===== config.mk =====
export PLATFORM = sky130hd
export DESIGN_NAME = spi_ram_bridge
export DESIGN_NICKNAME = d
export VERILOG_FILES = /design/src/rtl/spi_ram_bridge_pkg.sv /design/src/rtl/spi_ram_bridge_mem.sv /design/src/rtl/spi_ram_bridge.sv
export SDC_FILE = /design/constraint.sdc
export NUM_CORES = 2
export LEC_CHECK = 0
export ABC_AREA = 1
export BUFFER_PORTS_ARGS = -buffer_cell sky130_fd_sc_hd__buf_2
export CAP_MARGIN = 20
export CORE_MARGIN = 4
export CORE_UTILIZATION = 50
export CTS_CLUSTER_DIAMETER = 100
export DETAILED_ROUTE_END_ITERATION = 12
export PLACE_DENSITY = 0.74
export SLEW_MARGIN = 20
export SYNTH_ARGS = -nofsm -noshare
export SYNTH_HDL_FRONTEND = slang
export SYNTH_SLANG_ARGS = --single-unit

===== constraint.sdc =====
create_clock -name clk -period 5.3 [get_ports clk]
set_input_delay 1.06 -clock clk [delete_from_list [all_inputs] [get_ports clk]]
set_output_delay 1.06 -clock clk [all_outputs]
set_load 0.05 [all_outputs]

===== src/rtl/spi_ram_bridge_pkg.sv =====
// Shared constants for the SPI-to-RAM bridge: command encodings, FSM state
// encodings and the frame width helper.
package spi_ram_pkg;

    // Command field (first two bits of every frame)
    localparam logic [1:0] CMD_WR_ADDR = 2'b00;
    localparam logic [1:0] CMD_WR_DATA = 2'b01;
    localparam logic [1:0] CMD_RD_ADDR = 2'b10;
    localparam logic [1:0] CMD_RD_DATA = 2'b11;

    // FSM state encodings
    typedef logic [2:0] state_t;
    localparam state_t ST_IDLE    = 3'd0;
    localparam state_t ST_RECV    = 3'd1;
    localparam state_t ST_EXEC    = 3'd2;
    localparam state_t ST_TX      = 3'd3;
    localparam state_t ST_WAIT_SS = 3'd4;

    // Frame = 2 command bits + a payload wide enough for an address or a word
    function automatic int frame_w(input int aw, input int dw);
        return 2 + ((aw > dw) ? aw : dw);
    endfunction

endpackage


===== src/rtl/spi_ram_bridge_mem.sv =====
// Word-addressed RAM for the bridge: synchronous write, registered read with
// one cycle of latency. The array is deliberately not reset.
module spi_ram_mem #(
    parameter int ADDR_WIDTH = 8,
    parameter int DATA_WIDTH = 8,
    parameter int MEM_DEPTH  = 256
) (
    input  logic                  clk,
    input  logic                  i_we,
    input  logic [ADDR_WIDTH-1:0] i_waddr,
    input  logic [DATA_WIDTH-1:0] i_wdata,
    input  logic [ADDR_WIDTH-1:0] i_raddr,
    output logic [DATA_WIDTH-1:0] o_rdata
);

    logic [DATA_WIDTH-1:0] r_mem [0:MEM_DEPTH-1];
    logic [DATA_WIDTH-1:0] r_rdata;

    // Write port: one word per enabled edge
    always_ff @(posedge clk) begin
        if (i_we) begin
            r_mem[i_waddr] <= i_wdata;
        end
    end

    // Read port: address sampled every edge, data available the next cycle
    always_ff @(posedge clk) begin
        r_rdata <= r_mem[i_raddr];
    end

    assign o_rdata = r_rdata;

endmodule


===== src/rtl/spi_ram_bridge.sv =====
// SPI slave that accepts command frames on MOSI, executes them against an
// internal RAM and returns read words on MISO. clk is the SPI serial clock.
module spi_ram_bridge
    import spi_ram_pkg::*;
#(
    parameter int ADDR_WIDTH = 8,
    parameter int DATA_WIDTH = 8,
    parameter int MEM_DEPTH  = 256,
    parameter int AUTO_INC   = 1
) (
    input  logic clk,
    input  logic rst,
    input  logic SS_n,
    input  logic MOSI,
    output logic MISO,
    output logic busy,
    output logic cmd_err
);

    localparam int FRAME_W = frame_w(ADDR_WIDTH, DATA_WIDTH);
    localparam int PAY_W   = FRAME_W - 2;
    localparam int CNT_W   = $clog2(FRAME_W + 1);
    localparam int TXC_W   = $clog2(DATA_WIDTH + 1);

    localparam logic [CNT_W-1:0]      BIT_LAST  = CNT_W'(FRAME_W - 1);
    localparam logic [TXC_W-1:0]      TX_LAST   = TXC_W'(DATA_WIDTH - 1);
    localparam logic [ADDR_WIDTH-1:0] LAST_ADDR = ADDR_WIDTH'(MEM_DEPTH - 1);
    localparam logic [ADDR_WIDTH:0]   DEPTH_W   = (ADDR_WIDTH + 1)'(MEM_DEPTH);

    // Registered state
    state_t                r_state;
    logic [CNT_W-1:0]      r_bit_cnt;
    logic [FRAME_W-1:0]    r_rx;
    logic [DATA_WIDTH-1:0] r_tx;
    logic [TXC_W-1:0]      r_tx_cnt;
    logic [ADDR_WIDTH-1:0] r_wr_addr;
    logic [ADDR_WIDTH-1:0] r_rd_addr;
    logic                  r_rd_valid;
    logic                  r_miso;
    logic                  r_busy;
    logic                  r_cmd_err;

    // Decoded frame and helpers
    state_t                w_next_state;
    logic [1:0]            w_cmd;
    logic [PAY_W-1:0]      w_payload;
    logic [ADDR_WIDTH-1:0] w_addr;
    logic [DATA_WIDTH-1:0] w_data;
    logic                  w_addr_ok;
    logic                  w_mem_we;
    logic [DATA_WIDTH-1:0] w_rdata;

    // Pointer post-increment that wraps at the last valid word, not at 2**AW
    function automatic logic [ADDR_WIDTH-1:0] ptr_inc(input logic [ADDR_WIDTH-1:0] p);
        if (p == LAST_ADDR) begin
            return '0;
        end else begin
            return p + ADDR_WIDTH'(1);
        end
    endfunction

    assign w_cmd     = r_rx[FRAME_W-1 -: 2];
    assign w_payload = r_rx[PAY_W-1:0];
    assign w_addr    = w_payload[ADDR_WIDTH-1:0];
    assign w_data    = w_payload[DATA_WIDTH-1:0];
    assign w_addr_ok = ({1'b0, w_addr} < DEPTH_W);

    // The write lands on the EXEC edge; reset on that edge cancels it
    assign w_mem_we  = (r_state == ST_EXEC) && (w_cmd == CMD_WR_DATA) && !rst;

    // The read port always tracks rd_addr, so at EXEC it already holds the word
    spi_ram_mem #(
        .ADDR_WIDTH (ADDR_WIDTH),
        .DATA_WIDTH (DATA_WIDTH),
        .MEM_DEPTH  (MEM_DEPTH)
    ) u_mem (
        .clk     (clk),
        .i_we    (w_mem_we),
        .i_waddr (r_wr_addr),
        .i_wdata (w_data),
        .i_raddr (r_rd_addr),
        .o_rdata (w_rdata)
    );

    // Next-state decode; SS_n high aborts RECV/TX and ends EXEC/WAIT_SS
    always_comb begin
        w_next_state = r_state;
        case (r_state)
            ST_IDLE: begin
                if (!SS_n) begin
                    w_next_state = ST_RECV;
                end else begin
                    w_next_state = ST_IDLE;
                end
            end
            ST_RECV: begin
                if (SS_n) begin
                    w_next_state = ST_IDLE;
                end else if (r_bit_cnt == BIT_LAST) begin
                    w_next_state = ST_EXEC;
                end else begin
                    w_next_state = ST_RECV;
                end
            end
            ST_EXEC: begin
                if (SS_n) begin
                    w_next_state = ST_IDLE;
                end else if ((w_cmd == CMD_RD_DATA) && r_rd_valid) begin
                    w_next_state = ST_TX;
                end else begin
                    w_next_state = ST_WAIT_SS;
                end
            end
            ST_TX: begin
                if (SS_n) begin
                    w_next_state = ST_IDLE;
                end else if (r_tx_cnt == TX_LAST) begin
                    w_next_state = ST_WAIT_SS;
                end else begin
                    w_next_state = ST_TX;
                end
            end
            ST_WAIT_SS: begin
                if (SS_n) begin
                    w_next_state = ST_IDLE;
                end else begin
                    w_next_state = ST_WAIT_SS;
                end
            end
            default: begin
                w_next_state = ST_IDLE;
            end
        endcase
    end

    // FSM datapath: shifters, pointers, command execution and registered outputs
    always_ff @(posedge clk) begin
        if (rst) begin
            r_state    <= ST_IDLE;
            r_bit_cnt  <= '0;
            r_rx       <= '0;
            r_tx       <= '0;
            r_tx_cnt   <= '0;
            r_wr_addr  <= '0;
            r_rd_addr  <= '0;
            r_rd_valid <= 1'b0;
            r_miso     <= 1'b0;
            r_busy     <= 1'b0;
            r_cmd_err  <= 1'b0;
        end else begin
            r_state   <= w_next_state;
            r_busy    <= (w_next_state != ST_IDLE);
            r_cmd_err <= 1'b0;
            case (r_state)
                ST_IDLE: begin
                    r_bit_cnt <= '0;
                    r_miso    <= 1'b0;
                end
                ST_RECV: begin
                    // A partial frame only touches rx/bit_cnt, which IDLE discards
                    r_rx      <= {r_rx[FRAME_W-2:0], MOSI};
                    r_bit_cnt <= r_bit_cnt + CNT_W'(1);
                    r_miso    <= 1'b0;
                end
                ST_EXEC: begin
                    r_miso <= 1'b0;
                    case (w_cmd)
                        CMD_WR_ADDR: begin
                            if (w_addr_ok) begin
                                r_wr_addr <= w_addr;
                            end else begin
                                r_cmd_err <= 1'b1;
                            end
                        end
                        CMD_WR_DATA: begin
                            if (AUTO_INC != 0) begin
                                r_wr_addr <= ptr_inc(r_wr_addr);
                            end else begin
                                r_wr_addr <= r_wr_addr;
                            end
                        end
                        CMD_RD_ADDR: begin
                            if (w_addr_ok) begin
                                r_rd_addr  <= w_addr;
                                r_rd_valid <= 1'b1;
                            end else begin
                                r_cmd_err <= 1'b1;
                            end
                        end
                        CMD_RD_DATA: begin
                            if (r_rd_valid) begin
                                r_tx     <= w_rdata;
                                r_tx_cnt <= '0;
                                if (AUTO_INC != 0) begin
                                    r_rd_addr <= ptr_inc(r_rd_addr);
                                end else begin
                                    r_rd_addr <= r_rd_addr;
                                end
                            end else begin
                                r_cmd_err <= 1'b1;
                            end
                        end
                        default: begin
                            r_cmd_err <= 1'b1;
                        end
                    endcase
                end
                ST_TX: begin
                    if (SS_n) begin
                        r_miso <= 1'b0;
                    end else begin
                        r_miso   <= r_tx[DATA_WIDTH-1];
                        r_tx     <= {r_tx[DATA_WIDTH-2:0], 1'b0};
                        r_tx_cnt <= r_tx_cnt + TXC_W'(1);
                    end
                end
                ST_WAIT_SS: begin
                    r_miso <= 1'b0;
                end
                default: begin
                    r_miso <= 1'b0;
                end
            endcase
        end
    end

    assign MISO    = r_miso;
    assign busy    = r_busy;
    assign cmd_err = r_cmd_err;

endmodule


== Word level (Yosys, flattened, before mapping) ==
Memories as Yosys holds them, arrays and structs flattened. A register that Yosys moved wholly into a read port is not among the register bits.
Cells that the tools add are included.
Storage, ports and cells
  register bits: 49
  memory bits (writable): 2048
  input port bits: 4
  output and inout port bits: 3
  logic and storage cells: 77
  memories kept: 1
Memories
  u_mem.r_mem: depth 256, width 8, read ports 1, clocked after Yosys merged registers in 1, wr ports 1, RTL line spi_ram_bridge_mem.sv:16  | logic [DATA_WIDTH-1:0] r_mem [0:MEM_DEPTH-1];
Cells by class
  add/sub/neg operators: 4
  eq/ne operators: 15
  mux-type cells: 26
  bitwise logic cells: 3
  reductions and logical operators: 17
Operator list (number)
  2-to-1 mux 8 bit: 6
  one-hot mux 8 bit (2 select lines): 3
  adder 8 x 1 -> 8 bit (second input constant): 2
  equality test 8 bit (second input constant): 2
  one-hot mux 4 bit (2 select lines): 2
  2-to-1 mux 3 bit: 5
  one-hot mux 3 bit (5 select lines): 1
  2-to-1 mux 4 bit: 3
  adder 4 x 1 -> 4 bit (second input constant): 2
  nonzero test 2 bit: 4
  equality test 3 x 2 -> 1 bit (second input constant): 2
  != test 2 bit (second input constant): 3
  OR reduction 3 bit: 2
  equality test 2 bit (second input constant): 2
  equality test 4 x 3 -> 1 bit (second input constant): 1
  equality test 4 bit (second input constant): 1
  2-to-1 mux 1 bit: 4
  2-to-1 mux 2 bit: 2
  AND reduction 2 bit: 2
  AND reduction 4 bit: 1
  equality test 3 x 1 -> 1 bit (second input constant): 1
  equality test 3 bit (second input constant): 1
  logical AND 1 bit: 3
  zero test 3 bit: 1
  other kinds (7): 9

== Logic depth before layout (Yosys ltp) ==
  word-level depth: 6
  gate-level depth with buffers: 16
  gate-level depth less buffers: 13

== Hierarchy ==
Synthesis repeated with hierarchy kept, for this count alone.
Second synthesis, totals
  cell total of the unflattened synthesis: 7354
  area total of the unflattened synthesis: 85791.0 um2
By module, submodules not included
  spi_ram_mem: times used 1, cells each 7003, area each 83396.2 um2, sequential area each 61659.1 um2
  spi_ram_bridge: times used 1, cells each 351, area each 2394.8 um2, sequential area each 980.9 um2

== Worst setup path before layout ==
No wires, ideal clock.
  kind: reg2reg
  start: register r_rx[6]
  end: memory u_mem.r_mem[0][6], data pin
  setup time: 0.865 ns
  arrival: 3.441 ns
  required time: 4.435 ns
  setup slack: 0.994 ns
  stages on the path, launching flop included: 1
  buffers on the path: 0
  clock period less this slack: 4.306 ns
  cells stage by stage: dfxtp_1
RTL lines
  from (decl): RTL line spi_ram_bridge.sv:33  | logic [FRAME_W-1:0] r_rx;
  from (signal assigned): RTL line spi_ram_bridge.sv:161  | r_rx <= {r_rx[FRAME_W-2:0], MOSI};
  to (decl): RTL line spi_ram_bridge_mem.sv:16
No word-level cell before the write port.

==> impl_metrics.yaml <==
cells_and_area:
  fin_area_um2: 93800
  final_cell_count_no_fill: 9502
  area_growth_pct: 9.72
  nets: 7125
  layout-drive-gt1-share_pct: 6.25
critical_path:
  cp.required_ns: 6.06
  crit_type: "reg -> reg"
  startpoint_type: "flip-flop"
  arrival_ns: 4.52
  cp-end-kind: "flip-flop"
  worstPathMaxFanout: 88
routing:
  viasPerCell: 6.03
  ant_nets: 0
  drt_iter0_drc: 8765
  routed_wire_length_per_instance_um: 23.4
  drt-total-wl_mm: 223
  drtPass1Iterations: 9
  drc: 0
  vias: 57265
placed_design:
  hpwl_mm: 122
  place.gp.congestion: 0.893
  dp_slack_ns: 1.25
  io_buffer_count: 6
  dp.cells: 9132
  post_dp_cell_area_um2: 87300
synthesis:
  ys_types: 42
  ys_ff_latch: 2105
  netlist_instances: 7312
  netlist_area_um2: 85500
  synth_nets: 7324
  avgSynthCellArea_um2: 11.7
  yosys_warnings: 0
  yosysSeqAreaShare_pct: 73.3
timing:
  hold_viol_final: 0
  finalWorstSetupSlack_ns: 1.54
  rsz0062_at_grt: "false"
  layout_min_cycle_time_ns: 3.76
  drv_slew: 0
  fin_crit_sh_pct: 70.9
  setup_viol: 0
  clock_skew_ns: 0.0356
  fin_tns_setup_ns: 0
  tightest_slew_ns: 1.12
  slew_headroom_pct: 25.2
  fmax_mhz: 266
global_route:
  first_global_vias: 54756
  grt_overflow: 0
  antenna_found_initial: 5
  grt_max_degree: 199
  grt_pass1_wl_mm: 332
  grt_use_total_pct: 24.4
floorplan:
  ios: 7
  core_um2: 170000
  num_rows: 151
  die_y_um: 422
  dieArea_um2: 178000
  die_w_um: 422
  start_util_pct: 50.4
clock_tree:
  insertion_delay_ns: 0.83
  cts-resized-gates: 0
  cts_hold_buf: 0
  cts_buffers: 197
  post_cts_buffers: 0
  cts_sinks: 2105
  htreeDepth: 4
  cts_max_path_buffers: 3
  cts_root_buf: "clkbuf_16"
  clk_pin_slew_ns: 0.06
  cts_tree: "built"
pwr:
  p_leak_nw: 32.3
  ir_worst_vdd_mv: 0.294
  cellPowerDensity_nw_per_um2: 352
status:
  status: "completed"
worst_hold_path:
  hp-class: "reg -> reg"
flow_run:
  cap_viol_max_count: 0
## worst max-delay path: stages (launching register included)
cell     delay [ns]
dfxtp_4        0.70
buf_4          0.73
buf_4          0.80
nand2_1        0.11
nand3_1        0.13
nand3_1        0.16
nand3_1        0.15
nand3_1        0.16
nand3_1        0.17
nand3_1        0.23
nand2_1        0.16
inv_1          0.06
nand2_1        0.06
## power by group
part           internal [mW]  switching [mW]
clock network           8.09            6.14
logic                 0.0385           0.363
registers               18.3          0.0767
## synthesized netlist by cell type (all sizes together)
master	count	area share (%)
o21a	1	0.0088
nand3	1982	12
edfxtp	2048	72
nor4	2	0.015
o221ai	1	0.010
o41ai	1	0.010
nor2	288	1.3
clkinv	4	0.018
or2	1	0.0073
buf	307	1.8
nand4	1	0.0073
a21oi	27	0.16
xor2	1	0.010
clkbuf	184	0.81
nor3	23	0.17
inv	55	0.24
a22oi	1	0.0088
ha	8	0.12
o21ai	34	0.20
o2111ai	1	0.010
a31oi	9	0.066
dfxtp	57	1.3
o211ai	1	0.0088
a211oi	3	0.026
o22ai	3	0.022
o32ai	1	0.010
nand2	2256	10
nand3b	1	0.0088
a221oi	8	0.082
and3	2	0.015
a2bb2oi	1	0.010
## layout by cell type, fill, tap and decap left out, types with 10 or more instances in the layout
cell type   count
dfxtp_4        12
clkbuf_1       36
bufinv_16      23
buf_12         29
clkinv_2       42
nor3_1         14
nand3_1      1974
nor2_2         11
clkbuf_16     200
nand2_1      2241
a21oi_1        27
clkinv_1       41
edfxtp_1     2048
nor2_1        274
o21ai_0        34
inv_1          45
dfxtp_1        44
buf_4          58
clkinvlp_4     10
## kinds of logic after synthesis
| group | count (synthesis) | share of synthesized area, % |
|---|---|---|
| flip-flops | 2105 | 73.3 |
| AND/OR/NAND/NOR | 4556 | 23.1 |
| adder cells (fa/ha/maj) | 8 | 0.117 |
| XOR/XNOR | 1 | 0.0102 |
| buffers and inverters | 550 | 2.83 |
| AO/OA/AOI/OAI | 92 | 0.631 |
## per-layer routing
| layer | global-route usage [%] | share of wire (%) | vias to the layer above |
|---|---|---|---|
| met4 | 11.1 | 4.7 | 2 |
| met2 | 38.6 | 46 | 3688 |
| met1 | 32.3 | 37 | 27420 |
| li1 | - | - | 25530 |
| met5 | 0 | 0.0054 | - |
| met3 | 5.78 | 12 | 625 |
## stage by stage
step	util (%)	power [mW]	hold slack (ns)
3_5_place_dp	51.4	19.1	0.455
5_1_grt	55.3	33.9	0.473
2_1_floorplan	-	18.9	0.421
6_report	55.3	33.0	0.470
3_3_place_gp	51.4	19.1	0.453
4_1_cts	55.3	33.1	0.452
## path summary, 6_finish.rpt
check / slack [ns] / endpoint / cells after the start / start
setup / recovery: 1.54 / u_mem.o_rdata[7]$_DFF_P_ / 12 / r_rd_addr[0]$_SDFFE_PP0P_
hold / removal: 0.47 / r_bit_cnt[3]$_SDFFE_PP0P_ / 1 / r_bit_cnt[3]$_SDFFE_PP0P_
setup reg to reg: 1.54 / u_mem.o_rdata[7]$_DFF_P_ / 12 / r_rd_addr[0]$_SDFFE_PP0P_
hold reg to reg: 0.47 / r_bit_cnt[3]$_SDFFE_PP0P_ / 1 / r_bit_cnt[3]$_SDFFE_PP0P_
## registers in the layout, summed over array words and instances (netlist names)
signal         cells
u_mem.o_rdata      8
r_wr_addr          8
r_rd_valid         1
r_tx               8
busy               1
r_rx              10
u_mem.r_mem     2048
r_rd_addr          8
r_tx_cnt           4
r_bit_cnt          4
MISO               1
cmd_err            1
r_state            3
## final cells by class
| type | instances | area, um^2 |
|---|---|---|
| Antenna cell | 5 | 12.5 |
| Clock inverter | 127 | 1350 |
| Tap cell | 2218 | 2780 |
| Sequential cell | 2105 | 62700 |
| Multi-Input combinational cell | 4657 | 20500 |
| Clock buffer | 238 | 5170 |
| Timing Repair Buffer | 93 | 1050 |
| Fill cell | 13504 | 75900 |
| Inverter | 59 | 246 |
(Power assumes the default switching activity.)
